## src/rtl/wma_sample_source_if.sv

```systemverilog
// Upstream valid/ready sample port feeding the WMA sample source FIFO.
interface wma_sample_source_if #(
    parameter int N = 8
);
    logic         in_valid;
    logic [N-1:0] in_data;
    logic         in_ready;

    modport master (output in_valid, output in_data, input in_ready);
    modport slave  (input in_valid, input in_data, output in_ready);
endinterface

```

## src/rtl/wma_sample_source.sv

```systemverilog
// Circular-FIFO sample source driving the WMA filter x input at one sample
// per clock, with priming, underrun zero-padding and start/stop control.
module wma_sample_source #(
    parameter int N     = 8,
    parameter int DEPTH = 16,
    parameter int PRIME = 4,
    localparam int AW   = $clog2(DEPTH),
    localparam int CW   = AW + 1
) (
    input  logic                clk,
    input  logic                rst,
    wma_sample_source_if.slave  up,
    input  logic                start,
    input  logic                stop,
    output logic [N-1:0]        x,
    output logic                x_valid,
    output logic                underrun,
    output logic [CW-1:0]       count,
    output logic                busy
);
    typedef enum logic [1:0] {S_IDLE, S_PRIME, S_RUN} state_t;

    state_t          state_reg, state_next;
    logic [N-1:0]    mem [DEPTH];
    logic [AW-1:0]   wr_ptr_reg, rd_ptr_reg;
    logic [CW-1:0]   count_reg;
    logic [N-1:0]    x_reg;
    logic            x_valid_reg, underrun_reg;
    logic            push, pop, empty, clear_underrun;

    assign empty       = (count_reg == '0);
    assign up.in_ready = (count_reg != CW'(DEPTH));
    assign push        = up.in_valid && up.in_ready;
    // stop wins over the pop on the same cycle so the last pop precedes stop
    assign pop         = (state_reg == S_RUN) && !stop && !empty;

    always_comb begin
        state_next     = state_reg;
        clear_underrun = 1'b0;
        case (state_reg)
            S_IDLE: begin
                if (!stop && start) begin
                    state_next     = S_PRIME;
                    clear_underrun = 1'b1;
                end
            end
            S_PRIME: begin
                if (stop)
                    state_next = S_IDLE;
                else if (count_reg >= CW'(PRIME))
                    state_next = S_RUN;
            end
            S_RUN: begin
                if (stop)
                    state_next = S_IDLE;
            end
            default: state_next = S_IDLE;
        endcase
    end

    always_ff @(posedge clk) begin
        if (rst)
            state_reg <= S_IDLE;
        else
            state_reg <= state_next;
    end

    // Storage has no reset so it maps onto block RAM.
    always_ff @(posedge clk) begin
        if (push)
            mem[wr_ptr_reg] <= up.in_data;
    end

    always_ff @(posedge clk) begin
        if (rst) begin
            wr_ptr_reg <= '0;
            rd_ptr_reg <= '0;
            count_reg  <= '0;
        end else begin
            if (push)
                wr_ptr_reg <= wr_ptr_reg + 1'b1;
            if (pop)
                rd_ptr_reg <= rd_ptr_reg + 1'b1;
            case ({push, pop})
                2'b10:   count_reg <= count_reg + 1'b1;
                2'b01:   count_reg <= count_reg - 1'b1;
                default: count_reg <= count_reg;
            endcase
        end
    end

    // x is forced to zero whenever no sample is popped, so the filter
    // only ever sees real samples or zero padding.
    always_ff @(posedge clk) begin
        if (rst) begin
            x_reg        <= '0;
            x_valid_reg  <= 1'b0;
            underrun_reg <= 1'b0;
        end else begin
            if (pop) begin
                x_reg       <= mem[rd_ptr_reg];
                x_valid_reg <= 1'b1;
            end else begin
                x_reg       <= '0;
                x_valid_reg <= 1'b0;
            end
            if (clear_underrun)
                underrun_reg <= 1'b0;
            else if (state_reg == S_RUN && !stop && empty)
                underrun_reg <= 1'b1;
        end
    end

    assign x        = x_reg;
    assign x_valid  = x_valid_reg;
    assign underrun = underrun_reg;
    assign count    = count_reg;
    assign busy     = (state_reg != S_IDLE);
endmodule
```

## src/flat_wrapper.sv

```systemverilog
// flat-port wrapper written by rule: the top's interface ports become plain ports
module wma_sample_source_flat 
#(
    parameter int N     = 8,
    parameter int DEPTH = 16,
    parameter int PRIME = 4,
    localparam int AW   = $clog2(DEPTH),
    localparam int CW   = AW + 1
)
  (clk, rst, start, stop, x, x_valid, underrun, count, busy, up_in_valid, up_in_data, up_in_ready);
  wma_sample_source_if #(.N(N)) up_i ();
  input  logic clk;
  input  logic rst;
  input  logic start;
  input  logic stop;
  output logic [N-1:0] x;
  output logic x_valid;
  output logic underrun;
  output logic [CW-1:0] count;
  output logic busy;
  input wire logic [$bits(up_i.in_valid)-1:0] up_in_valid;
  input wire logic [$bits(up_i.in_data)-1:0] up_in_data;
  output wire logic [$bits(up_i.in_ready)-1:0] up_in_ready;
  assign up_i.in_valid = up_in_valid;
  assign up_i.in_data = up_in_data;
  assign up_in_ready = up_i.in_ready;
  wma_sample_source #(.N(N), .DEPTH(DEPTH), .PRIME(PRIME)) u_core (.clk(clk), .rst(rst), .up(up_i), .start(start), .stop(stop), .x(x), .x_valid(x_valid), .underrun(underrun), .count(count), .busy(busy));
endmodule
```

## config.mk

```make
export PLATFORM = sky130hd
export DESIGN_NAME = wma_sample_source_flat
export DESIGN_NICKNAME = d
export VERILOG_FILES = /design/src/rtl/wma_sample_source_if.sv /design/src/rtl/wma_sample_source.sv /design/src/flat_wrapper.sv
export SDC_FILE = /design/constraint.sdc
export NUM_CORES = 1
export LEC_CHECK = 0
export BUFFER_PORTS_ARGS = -buffer_cell sky130_fd_sc_hd__buf_2
export CORE_MARGIN = 5
export CORE_UTILIZATION = 30
export DETAILED_ROUTE_END_ITERATION = 7
export GPL_ROUTABILITY_DRIVEN = 1
export MAX_ROUTING_LAYER = met4
export PLACE_DENSITY = 0.55
export SYNTH_ARGS = -nofsm -noshare
export SYNTH_HDL_FRONTEND = slang
export SYNTH_SLANG_ARGS = --single-unit
```

## constraint.sdc

```tcl
create_clock -name clk -period 3.37 [get_ports clk]
set_input_delay 0.1685 -clock clk [delete_from_list [all_inputs] [get_ports clk]]
set_output_delay 0.1685 -clock clk [all_outputs]
set_load 0.01 [all_outputs]
```

-- Word-level counts from Yosys, hierarchy flattened
Memory sizes are Yosys's and may differ from the RTL's. A register that Yosys moved wholly into a read port is not among the register bits.
Index checks and enable logic that the tools add are counted.
- $add $sub $neg: 4
- multipliers: 0
- divide/modulo/power cells: 0
- order comparisons: 1
- equality and inequality tests: 8
- shift operators: 0
- mux-type cells: 11
- bitwise operators: 1
- reduce and logical (&&, ||, !) cells: 14
- operators by type and width (cell ; count):
    5-bit case mux with 2 select lines ; 1
    4-bit by 1-bit adder with 4-bit output, second input constant ; 2
    2-bit 2-to-1 mux ; 4
    2-bit case mux with 3 select lines ; 1
    5-bit by 1-bit adder with 5-bit output, second input constant ; 1
    5-bit by 3-bit >= comparator with 1-bit output, second input constant ; 1
    1-bit logical AND ; 5
    5-bit zero test ; 1
    1-bit 2-to-1 mux ; 5
    5-bit != test, second input constant ; 1
    5-bit by 1-bit subtractor with 5-bit output, second input constant ; 1
    2-bit by 1-bit equality test with 1-bit output, second input constant ; 2
    2-bit equality test, second input constant ; 2
    2-bit nonzero test ; 2
    2-bit OR reduction ; 2
    3-bit by 2-bit != test with 1-bit output, second input constant ; 1
    3-bit AND reduction ; 1
    1-bit zero test ; 2
    2-bit zero test ; 1
    2-bit by 1-bit != test with 1-bit output, second input constant ; 1
    2-bit != test, second input constant ; 1
    1-bit inverter ; 1
- bits in registers: 17
- latch bits: 0
- bits in writable memories: 128
- memory bits (read-only): 0
- bits of input ports: 13
- word-level logic and storage cells: 46
- memories: 1
- memories (name ; depth ; width ; rd ports ; clocked after memory_dff ; wr ports ; RTL line ; text):
    u_core.mem ; 16 ; 8 ; 1 ; 1 ; 1 ; wma_sample_source.sv:24 ; logic [N-1:0] mem [DEPTH];

-- Logic depth before layout (Yosys ltp)
- depth in word-level cells: 5
- depth in mapped cells: 12

-- Worst setup path after synthesis
Ideal clock, no wire load.
- path kind: reg-to-reg
- start: reg u_core.count_reg[1], in the netlist u_core.count[1]
- end: reg u_core.count_reg[4], in the netlist u_core.count[4]
- setup time: 106 ps
- arrival: 2823 ps
- data required time: 3264 ps
- slack: 441 ps
- cell stages (with the launch flop): 13
- buffers on the path: 2
- cells stage by stage: dfxtp_1 -> buf_6 -> or4_4 -> o21ai_4 -> inv_1 -> ha_1 -> clkbuf_1 -> xor2_1 -> ha_1 -> a21oi_1 -> a32oi_1 -> or4_1 -> o311ai_0
- cells in the longest elaborated chain, start to end: 5
- elaborated cells between the ends (all ways): 11
- those cells by class: add/sub: 2; eq/ne: 3; mux: 1; reduce/logical: 5
- ends and longest elaborated chain (item ; RTL line ; text):
    start: declaration ; wma_sample_source.sv:26 ; logic [CW-1:0] count_reg;
    start signal: assignment ; wma_sample_source.sv:85 ; 2'b10: count_reg <= count_reg + 1'b1;
    start signal: assignment ; wma_sample_source.sv:86 ; 2'b01: count_reg <= count_reg - 1'b1;
    start signal: assignment ; wma_sample_source.sv:87 ; default: count_reg <= count_reg;
    5-bit zero test * ; wma_sample_source.sv:31 ; assign empty = (count_reg == '0);
    1-bit zero test * ; wma_sample_source.sv:35 ; assign pop = (state_reg == S_RUN) && !stop && !empty;
    1-bit logical AND * ; wma_sample_source.sv:35 ;
    via u_core.pop ; wma_sample_source.sv:29 ; logic push, pop, empty, clear_underrun;
    2-bit by 1-bit equality test with 1-bit output / 2-bit equality test (equally long branches) ; wma_sample_source.sv:84 ; case ({push, pop})
    5-bit case mux with 2 select lines / 2-bit nonzero test (equally long branches) ; - ;
Mark *: on every way through the listed nets, which the timed path passes. The rest lies on a longest branch.
A chain may end at the register's enable or synchronous reset.

-- Final worst setup path
- start: reg u_core.count_reg[2], in the netlist u_core.count[2]
- end: reg u_core.count_reg[4], in the netlist u_core.count[4]
Same word-level chain as after synthesis.

==> qor_table.md <==
| Group | Quantity | Reported |
|:---|:---|:---|
| detailed routing | Number of DRC violations after detailed-routing iteration 0 | 164 |
| clocking | Clock tree from TritonCTS | built |
| power | P_leak | 2.364 nW |
| logic synthesis | Distinct cells, synth | 44 |
| layout | Layout fillers | 1,923 |
| detailed routing | Routed via count divided by cell count | 4.640 |
| clocking | Cell at the root of the clock tree | sky130_fd_sc_hd__clkbuf_16 |
| timing | Pins over their slew limit | 0 |
| setup path | Endpoint class of the critical path | flip-flop |
| clocking | H-tree level count | 4 |
| setup path | Cell Chain, Critical Path | or4_4 > o21ai_4 > inv_1 > ha_1 > xor2_1 > ha_1 > a21oi_1 > o22ai_1 > a221oi_1 > o311ai_0 |
| timing | Final critical-path setup slack | 0.2311 ns |
| logic synthesis | Flip-flop and latch count after synthesis | 153 |
| detailed routing | Wirelength, routed | 12,020 um |
| floorplanning | Placeable core region | 20,170 sq um |
| timing | Setup repair after global routing missed its margin | no |
| setup path | Depth of the most critical reg-to-reg path | 10 |
| grt | GRT Total Usage | 11.22% |
| setup path | Bufs and invs on worst path | 1 |
| setup path | Cell class contributing the biggest share of worst-path delay | compound AO/OA/AOI/OAI gates |
| clocking | Insertion delay of the later-clocked pin in the worst-skew pair | 0.42 ns |
| setup path | Peak per-stage delay on the critical path | 0.58 ns |
| logic synthesis | Cell type with the largest total area after synthesis | sky130_fd_sc_hd__edfxtp_1 |
| hold path | Hold Path Depth | 3 |
| setup path | CP max-delay cell | sky130_fd_sc_hd__or4_4 |
| setup path | Arrival time of the worst setup path | 3.42 ns |
| detailed routing | Final routed DRC violation total | 0 |
| placed design | Port Buffers | 29 |
| clocking | Number of buffers added for setup after CTS | 0 |
| timing | Final TNS setup | 0 ns |
| clocking | Number of buffers inserted during clock tree synthesis | 17 |
| grt | Overall overflow remaining after global route | 0 |
| timing | Worst-case clock skew | 0.01053 ns |
| floorplanning | Row cnt | 52 |
| logic synthesis | Synthesized cell area | 6127 sq um |
| power | Total net switching power | 0.9903 mW |
| logic synthesis | Cells taking the most area after synthesis | sky130_fd_sc_hd__edfxtp_1 63%, sky130_fd_sc_hd__mux4_2 12%, sky130_fd_sc_hd__dfxtp_1 8.2% |
| power | Portion of total power attributed to sequential cells | 51.0% |
| power | Clock network fraction of design power | 42.1% |
| detailed routing | WL per Instance | 17.89 um |
| logic synthesis | Yosys warning total | 0 |
| layout | Ratio of cells with drive above 1 in the final layout | 29.43% |
| floorplanning | Vertical die dimension | 152.9 um |
| timing | Count of final hold-check violations | 0 |
| setup path | Critical path peak fanout | 13 |
| power | Combinational Power Share | 6.8% |
| layout | Relative area change from synthesis to final layout | 17.91% |
| clocking | TritonCTS Sinks | 153 |
| layout | Flip-flop count of the largest register after layout | 128 |
| setup path | Worst Path Required | 3.65 ns |
| placed design | RD Place Congestion | 0.7560 |
| logic synthesis | Post-synth top flop | sky130_fd_sc_hd__edfxtp_1 |
| clocking | Clock tree buffer depth | 2 |
| logic synthesis | Top cells by instance count after synthesis | 128 x sky130_fd_sc_hd__edfxtp_1, 32 x sky130_fd_sc_hd__mux4_2, 26 x sky130_fd_sc_hd__nor2_1, 25 x sky130_fd_sc_hd__dfxtp_1, 20 x sky130_fd_sc_hd__mux2i_1 |
| logic synthesis | Gate Count Post-Synth | 343 |
| layout | Net count reported at finish | 409 |
| power | Power per unit of standard cell area | 582.8 nW/um^2 |
| floorplanning | Die Width | 152.9 um |
| setup path | CP dominant cell by count | sky130_fd_sc_hd__ha_1 |
| timing | Setup Viol. Count Final | 0 |
| setup path | Worst-case register-to-register setup slack | 0.23 ns |
| logic synthesis | Portion of synthesized cell area occupied by the leading cell type | 62.73% |
| logic synthesis | Synthesized Nets | 364 |
| logic synthesis | Sequential share of the synthesized area | 70.90% |
| grt | Antenna violations before repair | 1 |
| floorplanning | Die Area | 23,380 sq um |
| detailed routing | Detailed-route via count | 3,118 |
| logic synthesis | Number of flops mapped to enable cells by yosys | 128 |
| timing | Least-Margin Pin Slew | 0.8512 ns |
| floorplanning | Initial cell density of the core | 30.38% |
| timing | Fin crit share | 93.14% |
| timing | Highest clock rate | 0.3186 GHz |
| hold path | Start point of the worst min-delay path | start |
| logic synthesis | Most frequently used cell type in the post-synthesis netlist | sky130_fd_sc_hd__edfxtp_1 |
| power | Highest ir drop seen on vdd | 337.3 uV |
| setup path | Crit Reg-Reg Startpoint | u_core.count[2] |
| power | Fraction of power spent switching nets | 23.52% |
| detailed routing | Number of iterations in the first detailed-routing pass | 4 |
| logic synthesis | Proportion of register bits with asynchronous set or reset after synthesis | 0% |
| logic synthesis | Mean post-synth cell area | 17.86 sq um |
| hold path | Worst hold endpoint | u_core.state_reg[0] |
| grt | Maximum number of pins on one net before global-route repair | 35 |
| grt | First-pass GRT wire length | 19,100 um |
| status | Result of the run | finished, final reports clean |
| job | Max Cap Viol | 0 |
| setup path | Capturing point of the worst reg2reg path | u_core.count[4] |
| timing | Max-slew headroom | 43.18% |
| setup path | Worst Setup Path Type | reg2reg |
| placed design | Post-detail-place hpwl | 7559 um |
| power | P_int | 3.220 mW |
| detailed routing | Post-route ant nets | 0 |
| hold path | Type of the tightest min-delay check | in2reg |
| grt | Via count of the first global-routing pass | 3,441 |
| placed design | Post-placement worst setup slack | 0.2608 ns |
| timing | Final critical path time including I/O delays and setup | 3.139 ns |
| clocking | CTS clock-pin slew for the worst setup and hold paths | 0.06 ns |
| floorplanning | Number of top-level pins | 30 |
| setup path | Crit path launch type | flip-flop |
## stage by stage
stage	instance area [sq um]	utilization, %	hold slack, ns	total power, mW	instances
3_5_place_dp	6649	32.97	0.4259	2.478	638
5_1_grt	7224	35.82	0.08138	4.400	672
3_3_place_gp	6649	32.97	0.4133	2.464	638
4_1_cts	7218	35.79	0.06185	4.264	671
6_report	7224	35.82	0.08212	4.211	672
2_1_floorplan	6127	-	0.2446	2.368	343
## final cells by class
| type | count | area (sq um) | share of cell area, % |
|---|---|---|---|
| multi-input cells | 162 | 1654 | 22.90 |
| diodes | 1 | 2.502 | 0.03464 |
| inverters | 6 | 22.52 | 0.3117 |
| well taps | 270 | 337.8 | 4.676 |
| clock inverters | 13 | 106.4 | 1.472 |
| repair buffers | 48 | 302.8 | 4.191 |
| flip-flops and latches | 153 | 4345 | 60.15 |
| clock buffers | 19 | 452.9 | 6.269 |
## routing by layer
layer | vias to the layer above | track usage [%] | part of all wire [%]
met3 | 18 | 3.195 | 4.1
met2 | 60 | 18.04 | 50
met5 | - | - | 0
met4 | 0 | 4.370 | 1.8
li1 | 1445 | - | -
met1 | 1595 | 13.45 | 44
## timing repair
item | in CTS | in global routing
hold buffers | 1 | 0
gates resized for setup | 0 | 1
setup endpoints to repair | 0 | 1
endpoints found under the hold margin | 2 | 0
## layout by cell type, fill, tap and decap left out, types with 7 or more instances in the layout
cell,Yosys,routed
sky130_fd_sc_hd__nor3_1,8,8
sky130_fd_sc_hd__nor2_1,26,26
sky130_fd_sc_hd__clkbuf_16,0,17
sky130_fd_sc_hd__mux2i_1,20,20
sky130_fd_sc_hd__edfxtp_1,128,128
sky130_fd_sc_hd__buf_2,6,29
sky130_fd_sc_hd__xor2_1,8,8
sky130_fd_sc_hd__dfxtp_1,25,24
sky130_fd_sc_hd__buf_4,1,17
sky130_fd_sc_hd__ha_1,8,8
sky130_fd_sc_hd__mux4_2,32,32
sky130_fd_sc_hd__nand2b_1,7,7
sky130_fd_sc_hd__o22ai_1,9,9
## worst reg2reg max path: stages (launching register included)
cell and delay [ns]:
sky130_fd_sc_hd__dfxtp_1 0.42, sky130_fd_sc_hd__or4_4 0.58, sky130_fd_sc_hd__o21ai_4 0.23, sky130_fd_sc_hd__inv_1 0.10, sky130_fd_sc_hd__ha_1 0.30, sky130_fd_sc_hd__xor2_1 0.18, sky130_fd_sc_hd__ha_1 0.20, sky130_fd_sc_hd__a21oi_1 0.32
sky130_fd_sc_hd__o22ai_1 0.19, sky130_fd_sc_hd__a221oi_1 0.31, sky130_fd_sc_hd__o311ai_0 0.17
## worst max-delay path by stage
stage                               start               to  depth (start not counted)  slack, ns
after floorplan           u_core.count[1]  u_core.count[4]                         12       0.44
after global placement    u_core.count[2]  u_core.count[4]                         10       0.38
after detailed placement  u_core.count[2]  u_core.count[4]                         10       0.26
after CTS                 u_core.count[2]  u_core.count[4]                         10       0.26
after global routing      u_core.count[2]  u_core.count[4]                         10      0.003
final                     u_core.count[2]  u_core.count[4]                         10       0.23
## power by group through the flow
stage	clock, mW	sequential, mW	combinational, mW
after CTS	1.82	2.15	0.292
after floorplan	0	2.18	0.192
final	1.77	2.15	0.287
after global routing	1.92	2.16	0.322
after detailed placement	0	2.19	0.289
after global placement	0	2.18	0.279
## cells by family (layout without fill, tap and decap cells)
kind of cell / after synthesis / in the layout / share of synthesized area [%]
AOI/OAI and AO/OA: 28 / 28 / 3.288
xor gates and xnor gates: 10 / 10 / 1.430
adders and majority gates: 8 / 8 / 1.634
buffers and inverters: 28 / 86 / 2.164
DFF: 153 / 153 / 70.90
muxes: 53 / 53 / 15.21
other: 0 / 1 / 0
and+or+nand+nor: 63 / 63 / 5.371
Power figures use the tool's default switching activity.
